--- config.mk ---
export PLATFORM = sky130hd
export DESIGN_NAME = seq_nonrestoring_divider
export DESIGN_NICKNAME = d
export VERILOG_FILES = /design/src/rtl/div_pkg.sv /design/src/rtl/div_step.sv /design/src/rtl/seq_nonrestoring_divider.sv
export SDC_FILE = /design/constraint.sdc
export NUM_CORES = 1
export LEC_CHECK = 0
export ABC_CLOCK_PERIOD_IN_PS = 2500
export CELL_PAD_IN_SITES_DETAIL_PLACEMENT = 0
export CELL_PAD_IN_SITES_GLOBAL_PLACEMENT = 1
export CORE_MARGIN = 5
export CORE_UTILIZATION = 25
export DETAILED_ROUTE_END_ITERATION = 12
export PLACE_DENSITY = 0.56
export SYNTH_ARGS = -nofsm -noshare
export SYNTH_HDL_FRONTEND = slang
export SYNTH_SLANG_ARGS = --single-unit
--- constraint.sdc ---
create_clock -name CLK -period 2.5 [get_ports CLK]
set_clock_uncertainty 0.15 [all_clocks]
set_input_delay 0.5 -clock CLK [delete_from_list [all_inputs] [get_ports CLK]]
set_output_delay 0.5 -clock CLK [all_outputs]
set_load 0.005 [all_outputs]
--- src/rtl/div_pkg.sv ---
// Shared types and constants for the sequential non-restoring divider.
// The signed/unsigned build choice (DIV_SIGNED_EN) lives in the top module.
package div_pkg;

    localparam int DIV_N_W   = 16;
    localparam int DIV_D_W   = 8;
    localparam int DIV_CNT_W = 5;

    // Quotient patterns reported for -32768/-1 and for a zero divisor
    localparam logic [15:0] DIV_Q_OVF = 16'h8000;
    localparam logic [15:0] DIV_Q_DBZ = 16'hFFFF;

    typedef enum logic [1:0] {
        IDLE = 2'd0,
        ITER = 2'd1,
        FIX  = 2'd2,
        ZERO = 2'd3
    } div_state_e;

endpackage

--- src/rtl/div_step.sv ---
// One radix-2 non-restoring step: shift the partial remainder left by one,
// bring in the next dividend bit, then add or subtract the divisor magnitude.
module div_step #(
    parameter int P_W = 10,
    parameter int B_W = 9
) (
    input  logic [P_W-1:0] p_i,
    input  logic           bit_i,
    input  logic [B_W-1:0] b_i,
    output logic [P_W-1:0] p_o,
    output logic           q_o
);

    logic [P_W-1:0] shifted;
    logic [P_W-1:0] b_ext;

    // The invariant -|b| <= P < |b| guarantees 2P never loses the sign bit
    assign shifted = {p_i[P_W-2:0], bit_i};
    assign b_ext   = P_W'(b_i);
    assign p_o     = p_i[P_W-1] ? (shifted + b_ext) : (shifted - b_ext);
    assign q_o     = ~p_o[P_W-1];

endmodule

--- src/rtl/seq_nonrestoring_divider.sv ---
// Sequential radix-2 non-restoring divider, one quotient bit per clock.
// Define DIV_SIGNED_EN for two's-complement operands; otherwise operands are unsigned.
module seq_nonrestoring_divider
    import div_pkg::*;
#(
    parameter int N_W   = DIV_N_W,
    parameter int D_W   = DIV_D_W,
    parameter int CNT_W = DIV_CNT_W
) (
    input  logic           CLK,
    input  logic           RST,
    input  logic           en,
    input  logic [N_W-1:0] in_a,
    input  logic [D_W-1:0] in_b,
    output logic [N_W-1:0] Quotient,
    output logic [D_W-1:0] Remainder,
    output logic           busy,
    output logic           done,
    output logic           div_by_zero,
    output logic           overflow
);

    localparam int P_W = D_W + 2;

    div_state_e     state_q, state_d;
    // Dividend bits leave at the MSB while quotient bits enter at the LSB
    logic [N_W-1:0] aq_q, aq_d;
    logic [D_W:0]   b_mag_q, b_mag_d;
    logic [P_W-1:0] p_q, p_d;
    logic [CNT_W-1:0] cnt_q, cnt_d;
    logic [N_W-1:0] quot_q, quot_d;
    logic [D_W-1:0] rem_q, rem_d;
    logic           busy_q, busy_d;
    logic           done_q, done_d;
    logic           dbz_q, dbz_d;

    logic [N_W-1:0] a_mag;
    logic [D_W:0]   b_mag;
    logic [P_W-1:0] step_p;
    logic           step_q;
    logic [P_W-1:0] p_fix;
    logic [D_W-1:0] r_mag;

`ifdef DIV_SIGNED_EN
    logic           sign_a_q, sign_a_d;
    logic           sign_b_q, sign_b_d;
    logic           ovf_q, ovf_d;
    logic [D_W:0]   b_sext;
    logic           neg_q;

    assign b_sext = {in_b[D_W-1], in_b};
    assign a_mag  = in_a[N_W-1] ? -in_a : in_a;
    assign b_mag  = in_b[D_W-1] ? -b_sext : b_sext;
    assign neg_q  = sign_a_q ^ sign_b_q;
`else
    assign a_mag  = in_a;
    assign b_mag  = {1'b0, in_b};
`endif

    div_step #(
        .P_W (P_W),
        .B_W (D_W + 1)
    ) u_step (
        .p_i   (p_q),
        .bit_i (aq_q[N_W-1]),
        .b_i   (b_mag_q),
        .p_o   (step_p),
        .q_o   (step_q)
    );

    // Final correction brings a negative partial remainder back into [0, |b|)
    assign p_fix = p_q[P_W-1] ? (p_q + P_W'(b_mag_q)) : p_q;
    assign r_mag = D_W'(p_fix);

    always_comb begin
        state_d = state_q;
        aq_d    = aq_q;
        b_mag_d = b_mag_q;
        p_d     = p_q;
        cnt_d   = cnt_q;
        quot_d  = quot_q;
        rem_d   = rem_q;
        busy_d  = busy_q;
        done_d  = 1'b0;
        dbz_d   = dbz_q;
`ifdef DIV_SIGNED_EN
        sign_a_d = sign_a_q;
        sign_b_d = sign_b_q;
        ovf_d    = ovf_q;
`endif
        unique case (state_q)
            IDLE: begin
                if (en) begin
                    aq_d    = a_mag;
                    b_mag_d = b_mag;
                    p_d     = '0;
                    cnt_d   = '0;
                    dbz_d   = 1'b0;
                    busy_d  = 1'b1;
`ifdef DIV_SIGNED_EN
                    sign_a_d = in_a[N_W-1];
                    sign_b_d = in_b[D_W-1];
                    ovf_d    = 1'b0;
`endif
                    state_d = (in_b == '0) ? ZERO : ITER;
                end
            end
            ITER: begin
                aq_d  = {aq_q[N_W-2:0], step_q};
                p_d   = step_p;
                cnt_d = cnt_q + CNT_W'(1);
                if (cnt_q == CNT_W'(N_W - 1)) begin
                    state_d = FIX;
                end
            end
            FIX: begin
`ifdef DIV_SIGNED_EN
                quot_d = neg_q ? -aq_q : aq_q;
                rem_d  = sign_a_q ? -r_mag : r_mag;
                // Only -2^(N_W-1) / -1 yields a positive magnitude of 2^(N_W-1)
                ovf_d  = ~neg_q && (aq_q == N_W'(DIV_Q_OVF));
`else
                quot_d = aq_q;
                rem_d  = r_mag;
`endif
                busy_d  = 1'b0;
                done_d  = 1'b1;
                state_d = IDLE;
            end
            ZERO: begin
                quot_d  = N_W'(DIV_Q_DBZ);
                rem_d   = '0;
                dbz_d   = 1'b1;
                busy_d  = 1'b0;
                done_d  = 1'b1;
                state_d = IDLE;
            end
            default: state_d = IDLE;
        endcase
    end

    always_ff @(posedge CLK or posedge RST) begin
        if (RST) begin
            state_q <= IDLE;
            aq_q    <= '0;
            b_mag_q <= '0;
            p_q     <= '0;
            cnt_q   <= '0;
            quot_q  <= '0;
            rem_q   <= '0;
            busy_q  <= 1'b0;
            done_q  <= 1'b0;
            dbz_q   <= 1'b0;
`ifdef DIV_SIGNED_EN
            sign_a_q <= 1'b0;
            sign_b_q <= 1'b0;
            ovf_q    <= 1'b0;
`endif
        end else begin
            state_q <= state_d;
            aq_q    <= aq_d;
            b_mag_q <= b_mag_d;
            p_q     <= p_d;
            cnt_q   <= cnt_d;
            quot_q  <= quot_d;
            rem_q   <= rem_d;
            busy_q  <= busy_d;
            done_q  <= done_d;
            dbz_q   <= dbz_d;
`ifdef DIV_SIGNED_EN
            sign_a_q <= sign_a_d;
            sign_b_q <= sign_b_d;
            ovf_q    <= ovf_d;
`endif
        end
    end

    assign Quotient    = quot_q;
    assign Remainder   = rem_q;
    assign busy        = busy_q;
    assign done        = done_q;
    assign div_by_zero = dbz_q;
`ifdef DIV_SIGNED_EN
    assign overflow    = ovf_q;
`else
    assign overflow    = 1'b0;
`endif

endmodule

After elaboration in Yosys (flattened, before gate mapping) --
Index checks and enable logic that the tools add are counted.
Cells by class: add/subtract/negate cells 4, equal/unequal tests 6, mux-type cells 19, bitwise gates (word level) 1, reductions and logical operators 12
Operators by type and width (count):
- $pmux W16 S2 | 2
- $mux W10 | 2
- $pmux W10 S2 | 1
- $mux W16 | 1
- $pmux W8 S2 | 1
- $add A10 B8 Y10 | 1
- $pmux W5 S2 | 1
- $reduce_and A2 Y1 | 5
- $sub A10 B8 Y10 | 1
- $add A8 B8 Y8 | 1
- $logic_not A8 Y1 | 1
- $mux W8 | 1
- $reduce_bool A2 Y1 | 4
- $mux W2 | 3
- $pmux W2 S3 | 1
- $add A5 B1 Y5 const B | 1
- $eq A5 B4 Y1 const B | 1
- $mux W5 | 1
- $eq A2 B2 Y1 const B | 2
- $ne A2 B2 Y1 const B | 2
- $pmux W1 S2 | 2
- $mux W1 | 3
- $eq A2 B1 Y1 const B | 1
- $logic_not A2 Y1 | 1
- other kinds (2) | 2
Word-level totals: bits in registers 68, output and inout bits 28

Depth between registers and ports, before layout --
word-level depth 4, depth in mapped cells 11

Modules after synthesis --
A second synthesis with hierarchy kept.
Unflattened totals: cell total of the unflattened synthesis 374, area total of the unflattened synthesis 3744.8 um^2
Modules (own cells, without submodules):
- seq_nonrestoring_divider | times used 1, cells an instance 291, area each 3126.7 um^2, seq. area each 1701.6 um^2
- div_step | times used 1, cells an instance 83, area each 618.1 um^2, seq. area each 0.0 um^2

Least setup slack after synthesis --
No wires, ideal clock.
path kind register to register, start point reg b_mag_q[1], end point reg p_q[9], library setup time 0.122 ns, data arrival time 2.309 ns, data required time 2.228 ns, setup slack -0.081 ns, stages on the path, launching flop included 12, path buffers 0, clock period less this slack 2.581 ns, cells stage by stage dfrtp_1 -> inv_1 -> ha_1 -> nand2_1 -> o31ai_1 -> xnor2_1 -> ha_1 -> a21o_1 -> a21oi_4 -> nand4_1 -> a21o_1 -> a32o_1
Between the ends: longest elaborated chain between the ends 3, elaborated cells between the ends (all ways) 4
RTL lines:
- from (decl) | line seq_nonrestoring_divider.sv:28 | logic [D_W:0] b_mag_q, b_mag_d;
- from (signal assigned) | line seq_nonrestoring_divider.sv:162 | b_mag_q <= b_mag_d;
- $sub A10 B8 Y10 or $add A10 B8 Y10 (tied branches) | line div_step.sv:20 | assign p_o = p_i[P_W-1] ? (shifted + b_ext) : (shifted - b_ext);
- $mux W10 (*) | line div_step.sv:20
- $pmux W10 S2 (*) | line seq_nonrestoring_divider.sv:91 | unique case (state_q)
- to (signal assigned) | line seq_nonrestoring_divider.sv:163 | p_q <= p_d;
- to (decl) | line seq_nonrestoring_divider.sv:29 | logic [P_W-1:0] p_q, p_d;
Mark *: on every way between the ends. The rest lies on a longest branch, timed or not. A chain may end at the register's enable or synchronous reset.

Final worst setup path --
start point reg b_mag_q[0], end point reg p_q[9]
The elaborated chain is that of the path after synthesis.

==> run_results.csv <==
group,metric,value,unit
finish,seqCellArea,1700,um^2
synthesis,synth-warning-count,0,
global_routing,grt_pass1_wl,17400,um
sta,timing_max_transition_violations_final,0,
sta,worst_slew_margin_rel,64.4,%
placement,io_buffers,53,
clocking,tritoncts_clock_tree,"yes",
finish,postLayoutCellArea,5260,um^2
synthesis,post_synth_inst_count,412,
synthesis,synth.avg_cell_area,9.08,um^2
global_routing,number_of_antenna_violations_at_the_first_check_in_global_routing,0,
run,maxCapViolations,0,
synthesis,synth-async-reset-ratio,100,%
power_and_ir_drop,seqPwrFrac,23.9,%
global_routing,gr-total-overflow,0,
clocking,ctsHtreeMaxLevel,3,
synthesis,synth_unique_cells,54,
sta,post-route-period-util,103,%
critical_path,critical_path_arrival,2.64,ns
sta,finalCriticalPeriod,2.57,ns
critical_path,critical_path_required,2.57,ns
hold_path,min-delay-path-class,"flop to flop",
power_and_ir_drop,intPower,0.00527,W
critical_path,timing_worst_setup_path_type,"flop to flop",
floorplanning,die-area,17500,um^2
drt,detail-route-antenna-nets,0,
run_status,violations,"setup timing",
run_status,outcome,"finished, violations left",
sta,setup_repair_after_global_routing_missed_its_margin,"yes",
power_and_ir_drop,vdd_ir_max,0.628,mV
sta,clock.fmax,0.390,GHz
placement,detailed_place_hpwl,7430,um
finish,multi_input_comb_area,2030,um^2
floorplanning,core-area,14600,um^2
power_and_ir_drop,net-switching-power,0.00358,W
clocking,total_cts_buffers,9,
critical_path,path_max_fanout,3,
sta,final_hold_vios,0,
power_and_ir_drop,cellPowerDensity,1680,nW/um^2
drt,detailroute.via_count,3285,
synthesis,post_synth_main_area_contributors,"sky130_fd_sc_hd__dfrtp_1 45%, sky130_fd_sc_hd__ha_1 6.4%, sky130_fd_sc_hd__nand2_1 6.3%",
synthesis,synth-edff-count,0,
global_routing,grt_util_all_layers,12.1,%
drt,drtPass1Iterations,4,
synthesis,yosysTopAreaCellShare,45.5,%
floorplanning,fp.dieW,132,um
synthesis,synthTopCellsByCount,"68 x sky130_fd_sc_hd__dfrtp_1, 63 x sky130_fd_sc_hd__nand2_1, 61 x sky130_fd_sc_hd__nor2_1, 24 x sky130_fd_sc_hd__a21oi_1, 19 x sky130_fd_sc_hd__ha_1",
clocking,clk_latency,0.34,ns
finish,area_growth,40.7,%
sta,timing.hold.ws,0.335,ns
synthesis,synth_sequential_area_ratio,45.5,%
drt,wl_per_cell,15.1,um
finish,total_nets_final,551,
drt,drt_first_iter_violations,171,
floorplanning,floorplan.initialDensity,25.6,%
sta,worst_pin_slew,0.534,ns
synthesis,synth_area_leader_cell,"sky130_fd_sc_hd__dfrtp_1",
synthesis,syn-num-nets,460,
drt,detail_route.vias_per_cell,4.75,
sta,final_critical_path_setup_slack,-0.0664,ns
placement,place.detailed.instances,662,
floorplanning,floorplan.io_pins,55,
synthesis,post-synth-top-count-cell,"sky130_fd_sc_hd__dfrtp_1",
power_and_ir_drop,leakage_power,2.29,nW
synthesis,post_synth_instance_area,3740,um^2
clocking,cts_num_sinks,68,
power_and_ir_drop,total_power,0.00885,W
synthesis,yosys_most_used_dff,"sky130_fd_sc_hd__dfrtp_1",
floorplanning,chipHeight,132,um
drt,drc_errors,0,
placement,placedInstanceArea,4680,um^2
synthesis,ys_ff_latch,68,
finish,instances_no_fill,691,
clocking,clk_path_buf_depth,2,
global_routing,grt_pass1_vias,3411,
power_and_ir_drop,power.share.switching,40.4,%
finish,n_antenna_cell,0,
floorplanning,rows,44,
sta,setup_viol,3,
clocking,clockRootBuffer,"sky130_fd_sc_hd__clkbuf_16",
power_and_ir_drop,clock_power_share,15.4,%
critical_path,critical_path.endpoint_type,"flop",
global_routing,pin_count_of_the_biggest_net_entering_global_routing,69,
placement,finalWeightedCongestion,0.809,
sta,totalNegativeSetupSlack,-0.156,ns
finish,fillerInstances,1487,
drt,wl,10500,um
finish,post_route_cells_drive_above_1_share,20.5,%
power_and_ir_drop,comb_power_share,60.7,%
critical_path,setup.worst_path.start_class,"flop",
clocking,clk_pin_slew,0.05,ns
==> final cells by class <==
cell class / instances / share of cell area, %
clock buffer: 9 / 4.28
clock inverter: 6 / 1.69
inverter: 13 / 0.975
multi-input combinational: 308 / 38.5
sequential: 68 / 32.4
tap: 184 / 4.37
timing repair buffer: 103 / 17.8
==> layer usage <==
layer | vias to the layer above | GRT usage, % | wire (um)
met5 | - | 0 | 0
li1 | 1621 | - | -
met4 | 0 | 5.60 | 197
met3 | 14 | 1.76 | 353
met2 | 75 | 19.0 | 4930
met1 | 1575 | 16.5 | 4980
==> flip-flops by register name, indices dropped and copies added, names as in the netlist <==
| name | cells |
|---|---|
| state_q | 2 |
| done | 1 |
| b_mag_q | 8 |
| Remainder | 8 |
| aq_q | 16 |
| div_by_zero | 1 |
| p_q | 10 |
| cnt_q | 5 |
| busy | 1 |
| Quotient | 16 |
==> placed cells by master (no fill, tap or decap), types with 5 or more instances in the layout <==
master	count
sky130_fd_sc_hd__a21o_1	7
sky130_fd_sc_hd__nand4_1	5
sky130_fd_sc_hd__ha_1	15
sky130_fd_sc_hd__a21oi_1	22
sky130_fd_sc_hd__clkdlybuf4s50_1	53
sky130_fd_sc_hd__nand3_1	7
sky130_fd_sc_hd__buf_4	44
sky130_fd_sc_hd__o21ai_1	14
sky130_fd_sc_hd__nor2_1	57
sky130_fd_sc_hd__buf_6	5
sky130_fd_sc_hd__xnor2_1	5
sky130_fd_sc_hd__nand2_1	61
sky130_fd_sc_hd__a31oi_1	16
sky130_fd_sc_hd__mux2i_1	8
sky130_fd_sc_hd__o21ai_0	6
sky130_fd_sc_hd__xor2_1	8
sky130_fd_sc_hd__clkbuf_16	9
sky130_fd_sc_hd__dfrtp_1	66
sky130_fd_sc_hd__inv_1	8
==> power groups by stage <==
stage               Combinational (W)  Clock [W]  Sequential [W]
floorplan                     0.00311          0         0.00198
global placement              0.00449          0         0.00211
detailed placement            0.00457          0         0.00211
CTS                           0.00472    0.00141         0.00210
global route                  0.00599    0.00146         0.00220
finish                        0.00538    0.00136         0.00211
==> logic make-up after synthesis <==
family | after synthesis | synth area share [%]
simple gates | 164 | 19.3
compound gates | 99 | 17.8
flops | 68 | 45.5
buf+inv | 36 | 4.18
fa+ha+maj | 21 | 7.42
xor+xnor | 14 | 3.28
mux | 9 | 2.44
other cells | 1 | 0.100
==> path summary, 6_finish.rpt <==
check	depth (start not counted)	startpoint	slack [ns]	to
worst max-delay path	12	b_mag_q[0]	-0.07	p_q[9]
worst min-delay path	1	busy	0.33	busy
worst max register to register	12	b_mag_q[0]	-0.07	p_q[9]
worst min register to register	1	busy	0.33	busy
max in group asynchronous	3	RST	1.46	b_mag_q[2]
min in group asynchronous	3	RST	0.41	aq_q[1]
==> stage by stage <==
| stage | utilization [%] | setup WS, ns |
|---|---|---|
| after floorplan | - | -0.0208 |
| after global placement | 32.1 | -0.0307 |
| after detailed placement | 32.1 | -0.0965 |
| after CTS | 34.5 | -0.0650 |
| after global routing | 36.1 | -0.201 |
| final | 36.1 | -0.0664 |
==> worst max-delay path, stage by stage (launching register included) <==
cell and delay, ns:
sky130_fd_sc_hd__dfrtp_1 0.40, sky130_fd_sc_hd__inv_2 0.09, sky130_fd_sc_hd__ha_4 0.14, sky130_fd_sc_hd__nand2_2 0.05
sky130_fd_sc_hd__o31ai_2 0.19, sky130_fd_sc_hd__xnor2_1 0.15, sky130_fd_sc_hd__ha_1 0.27, sky130_fd_sc_hd__a21o_1 0.20
sky130_fd_sc_hd__a21oi_4 0.17, sky130_fd_sc_hd__buf_6 0.13, sky130_fd_sc_hd__a31oi_4 0.08, sky130_fd_sc_hd__a21o_1 0.18
sky130_fd_sc_hd__a32o_1 0.24
==> timing repair <==
item,in CTS,in global routing
pin swaps,5,20
hold buffers,0,0
resized for setup,7,32
buffers inserted,2,12
setup endpoints to repair,3,5
Power figures use the tool's default switching activity.
==> variant 1, RTL diff (config.mk and constraints unchanged) <==
The 4 states of `div_state_e` get a Gray code encoding in 2 bits.
--- a/src/rtl/div_pkg.sv
+++ b/src/rtl/div_pkg.sv
@@ -11,10 +11,10 @@
     localparam logic [15:0] DIV_Q_DBZ = 16'hFFFF;
 
     typedef enum logic [1:0] {
-        IDLE = 2'd0,
-        ITER = 2'd1,
-        FIX  = 2'd2,
-        ZERO = 2'd3
+        IDLE = 2'b00,
+        ITER = 2'b01,
+        FIX  = 2'b11,
+        ZERO = 2'b10
     } div_state_e;
 
 endpackage
Check against the original RTL: no difference found for any inputs over 10 cycles, from zero or initial values and one cycle with RST high; not proved beyond that.
==> variant 1 against the unedited design <==
- worst setup slack gained 0.11 ns
- sequential cell count is the same
- utilization shrank 1.7 points
- final area shrank 1.9%
- wire length shrank 0.46%
- count of clock-buffer cells in the layout grew 3
- area after synthesis grew 0.94%
- combinational power shrank 4%
- power shrank 0.81%
- maximum frequency grew 4.3%
==> variant 1: results (changes against the unedited design) <==
synth:
  syn-num-nets: 441  # -4.1%
  synth_xor_area_frac: 0.0302  # -0.00262
  ys_top_cells_by_count: "dfrtp_1 (68), nand2_1 (38), o21ai_0 (33), nor2_1 (31), inv_1 (27)"
  synthAdderAreaFrac: 0.0736  # -0.000689
  synth_area_leaders: "dfrtp_1 (45%), ha_1 (6.3%), mux2i_1 (5.8%)"
  ys_async_sr_fraction: 1.00  # unchanged
  ys_seq_area_frac: 0.451  # -0.00422
  synth_cell_types: 53  # -1.9%
  synth.area.mux_share: 0.0792  # +0.0548
  avgSynthCellArea_um2: 9.61  # +5.8%
  synth_compound_area_frac: 0.176  # -0.00265
clock_tree:
  cts_root_buf: "clkbuf_16"
  ctsHoldBuffers: 0  # unchanged
  numClockSinks: 68  # unchanged
layout:
  drive_above_1_share: 0.181  # -0.0245
  multi_input_cells: 277  # -10%
  nets: 519  # -5.8%
  inverters_excl_clock: 27  # +14
  largest_class: "multi-input gates"
  sh_seq_area: 0.330  # +0.00587
  n_all_buffers: 88  # -15%
  buf_share: 0.158  # -0.0196
  nFillCells: 1520  # +2.2%
  clock_area_frac: 0.0618  # +0.00210
  multiInputGateArea_mm2: 0.00199  # -2.0%
  n_clock_buffer: 12  # +3
  stdcell_count: 664  # -3.9%
  diodes: 0  # unchanged
  syn_to_final_growth_pct: 36.8
placed_design:
  placed_cell_area_mm2: 0.00469  # +0.11%
  dp_hpwl_um: 7650  # +2.9%
  portBuffers: 53  # unchanged
  place_ws_ns: -0.0671  # +0.0294 ns
  place_inst: 642  # -3.0%
  gp_congestion: 0.825  # +2.1%
min_path:
  hp-class: "in -> async"
power:
  power_leakage_uw: 0.00229  # about the same
  ir_worst_vdd_v: 0.000479  # -24%
global_routing:
  grt_max_degree: 60  # -13%
  grtUsageMet3: 0.0464  # +0.0288
  grt_pass1_wl_um: 17300  # -0.95%
  grtUsageTotal: 0.124  # +0.00277
  gr-usage-met1: 0.160  # -0.00489
  global_route.usage.met2: 0.192  # +0.00137
  grt_pass1_vias: 3235  # -5.2%
drt:
  wl_met2_um: 4660  # -5.6%
  drtIter0Drc: 91  # -47%
  dr_wl_met3_um: 681  # +93%
  num_vias: 3066  # -6.7%
  wl_met1_um: 4930  # -1.0%
  drtPass1Iterations: 4  # unchanged
  routedWlPerCell_um: 15.7  # +3.6%
status:
  status: "finished clean"
timing:
  setup_viol: 0  # -3
  slew-limit-headroom: 0.662  # +0.0182
setup_path:
  crit_path_max_fanout: 3  # unchanged
[variant 1: changes by cell type after synthesis, sizes merged, moves of 5 or more]
cell,delta
mux2,+6
nand2,-25
a21oi,-9
mux2i,+14
nor2,-30
inv,+14
o21ai,+14
a21o,-5
[variant 1: final timing paths]
check                                to  slack (ns)  depth (start not counted)    startpoint
max in group asynchronous        p_q[9]        1.32                          3           RST
max reg2reg                      p_q[7]        0.04                          9    b_mag_q[0]
min reg2reg                Remainder[6]        0.34                          2  Remainder[6]
max                              p_q[7]        0.04                          9    b_mag_q[0]
min in group CLK           Remainder[6]        0.34                          2  Remainder[6]
min                        Remainder[1]        0.26                          2           RST
[variant 1: where the power goes]
part           total (uW)  switching, uW  leakage, uW  internal, uW
combinational        5190           2470      0.00133          2720
sequential           2220            515     0.000812          1700
clock                1380            480     0.000153           899
[variant 1: timing repair]
item / CTS / global route
pin swaps: 5 / 6
hold endpoints to repair: 0 / 0
endpoints found under the setup margin: 3 / 5
gates resized for setup: 6 / 19
setup buffers: 1 / 5
==> variant 2, RTL diff (same flow settings) <==
Without the edit above. `DIV_D_W`: 8 -> 10.
--- a/src/rtl/div_pkg.sv
+++ b/src/rtl/div_pkg.sv
@@ -3,7 +3,7 @@
 package div_pkg;
 
     localparam int DIV_N_W   = 16;
-    localparam int DIV_D_W   = 8;
+    localparam int DIV_D_W   = 10;
     localparam int DIV_CNT_W = 5;
 
     // Quotient patterns reported for -32768/-1 and for a zero divisor
Ports: changed (resized Remainder and in_b); port bits go from 55 to 59. No check against the original RTL was run, so the function may have changed too.
==> variant 2 against the unedited design <==
- the flow still finishes with violations (setup timing)
- area after synthesis is 13% higher
- wire length is 20% higher
- power is 20% higher
- sequential cell count is 6 higher
- sequential power is 10% higher
- largest power group unchanged
- worst setup slack worse by 0.21 ns
- first-iteration DRC count is 36% lower
- critical path depth stayed put
- final area is 16% higher
==> variant 2: results (changes against the unedited design) <==
global_routing:
  grt_pass1_vias: 3801  # +11%
  grt_pass1_wl_um: 20300  # +17%
  grt_max_degree: 32  # -54%
setup_path:
  reg2regPathDepth: 12  # unchanged
  r2r-end: "aq_q[0]"
  crit_path_max_fanout: 4  # +1
  crit_arrival_ns: 2.86  # +0.22 ns
  rr_startpoint: "b_mag_q[1]"
placed_design:
  gp_congestion: 0.796  # -1.6%
  place_inst: 754  # +14%
  dp_hpwl_um: 9280  # +25%
  portBuffers: 57  # +7.5%
  placed_cell_area_mm2: 0.00552  # +18%
drt:
  num_vias: 3558  # +8.3%
  routedWlPerCell_um: 16.1  # +6.6%
  drtIter0Drc: 109  # -36%
synth:
  ys_seq_area_frac: 0.437  # -0.0180
  synth_area_leaders: "dfrtp_1 (44%), ha_1 (7.7%), o21ai_0 (5.0%)"
  syn-num-nets: 496  # +7.8%
  syn_inst: 439  # +6.6%
  ys_top_cells_by_count: "dfrtp_1 (74), nor2_1 (43), o21ai_0 (42), nand2_1 (40), a21oi_1 (34)"
layout:
  nets: 612  # +11%
  drive_above_1_share: 0.261  # +0.0556
  stdcell_count: 780  # +13%
timing:
  timing.hold.ws_ns: 0.333  # -0.00221 ns
  slew-limit-headroom: 0.609  # -0.0347
  finalWorstSetupSlack_ns: -0.277  # -0.210 ns
  setup_viol: 6  # +3
clock_tree:
  cts_buffers: 9  # unchanged
status:
  violations: "setup timing"
  status: "finished, violations left"
## variant 2: cell count changes after synthesis, moves of 7 or more
cell	delta
a21oi_1	+10
nand2_1	-23
buf_2	-7
ha_1	+7
o21ai_0	+36
mux2i_1	+12
clkbuf_1	+9
nor2_1	-18
a31oi_1	-13
o21ai_1	-14
## variant 2: metrics by stage
stage / setup TNS (ns) / setup WS [ns]
after CTS: -1.07 / -0.298
after floorplan: -0.410 / -0.247
after global routing: -2.02 / -0.445
after global placement: -1.20 / -0.284
after detailed placement: -1.57 / -0.378
final: -1.16 / -0.277
## variant 2: worst max-delay path: stages, from the launching register on
cell and delay [ns]:
dfrtp_2 0.44, inv_2 0.09, ha_4 0.17, nand2_4 0.06
nor2_4 0.09, a21oi_2 0.07, xnor2_2 0.14, buf_4 0.14
ha_1 0.29, and3_4 0.20, a311o_1 0.38, xnor2_2 0.15
a221o_1 0.30
## variant 2: kinds of logic (layout without fill, tap and decap cells)
family                     count (synthesis)  count (layout)  share of synthesized area
other                                      1               1                   0.000885
DFF                                       74              74                      0.437
AOI/OAI and AO/OA                        123             123                      0.185
and+or+nand+nor                          122             122                      0.140
xor gates and xnor gates                  23              23                     0.0475
buffers and inverters                     41             162                     0.0384
muxes                                     27              27                     0.0658
adders and majority gates                 28              28                     0.0862
## variant 2: worst max-delay path by stage
stage | endpoint | slack (ns) | start | cells past startpoint
5_1_grt | aq_q[0] | -0.44 | b_mag_q[3] | 10
3_5_place_dp | aq_q[0] | -0.38 | b_mag_q[1] | 13
2_1_floorplan | aq_q[0] | -0.25 | b_mag_q[1] | 13
3_3_place_gp | aq_q[0] | -0.28 | b_mag_q[1] | 13
4_1_cts | aq_q[0] | -0.30 | b_mag_q[1] | 13
6_report | aq_q[0] | -0.28 | b_mag_q[1] | 12
## variant 2: final cells by class
cell class                      count  area (um2)
Fill cell                        1690       10500
Timing Repair Buffer              128        1150
Sequential cell                    74        1850
Tap cell                          220         275
Inverter                           18        71.3
Clock buffer                       10         239
Clock inverter                      6        72.6
Multi-Input combinational cell    324        2450
## variant 2: routing by layer
layer	vias to the layer above	share of wire	GRT usage
met4	0	0.012	0.0316
met3	11	0.066	0.0467
met1	1685	0.44	0.168
met5	-	0	0
li1	1786	-	-
met2	76	0.48	0.215
## variant 2: what timing repair did
item,in CTS,in global routing
hold buffers,0,0
pin swaps,20,27
setup endpoints to repair,9,10
gates cloned,0,0
buffers inserted,5,5
gates resized for setup,29,19
## variant 2: report_power, final
part	switching (uW)	internal, uW
Clock	568	811
Combinational	3180	3730
Sequential	527	1810
Total	4280	6350
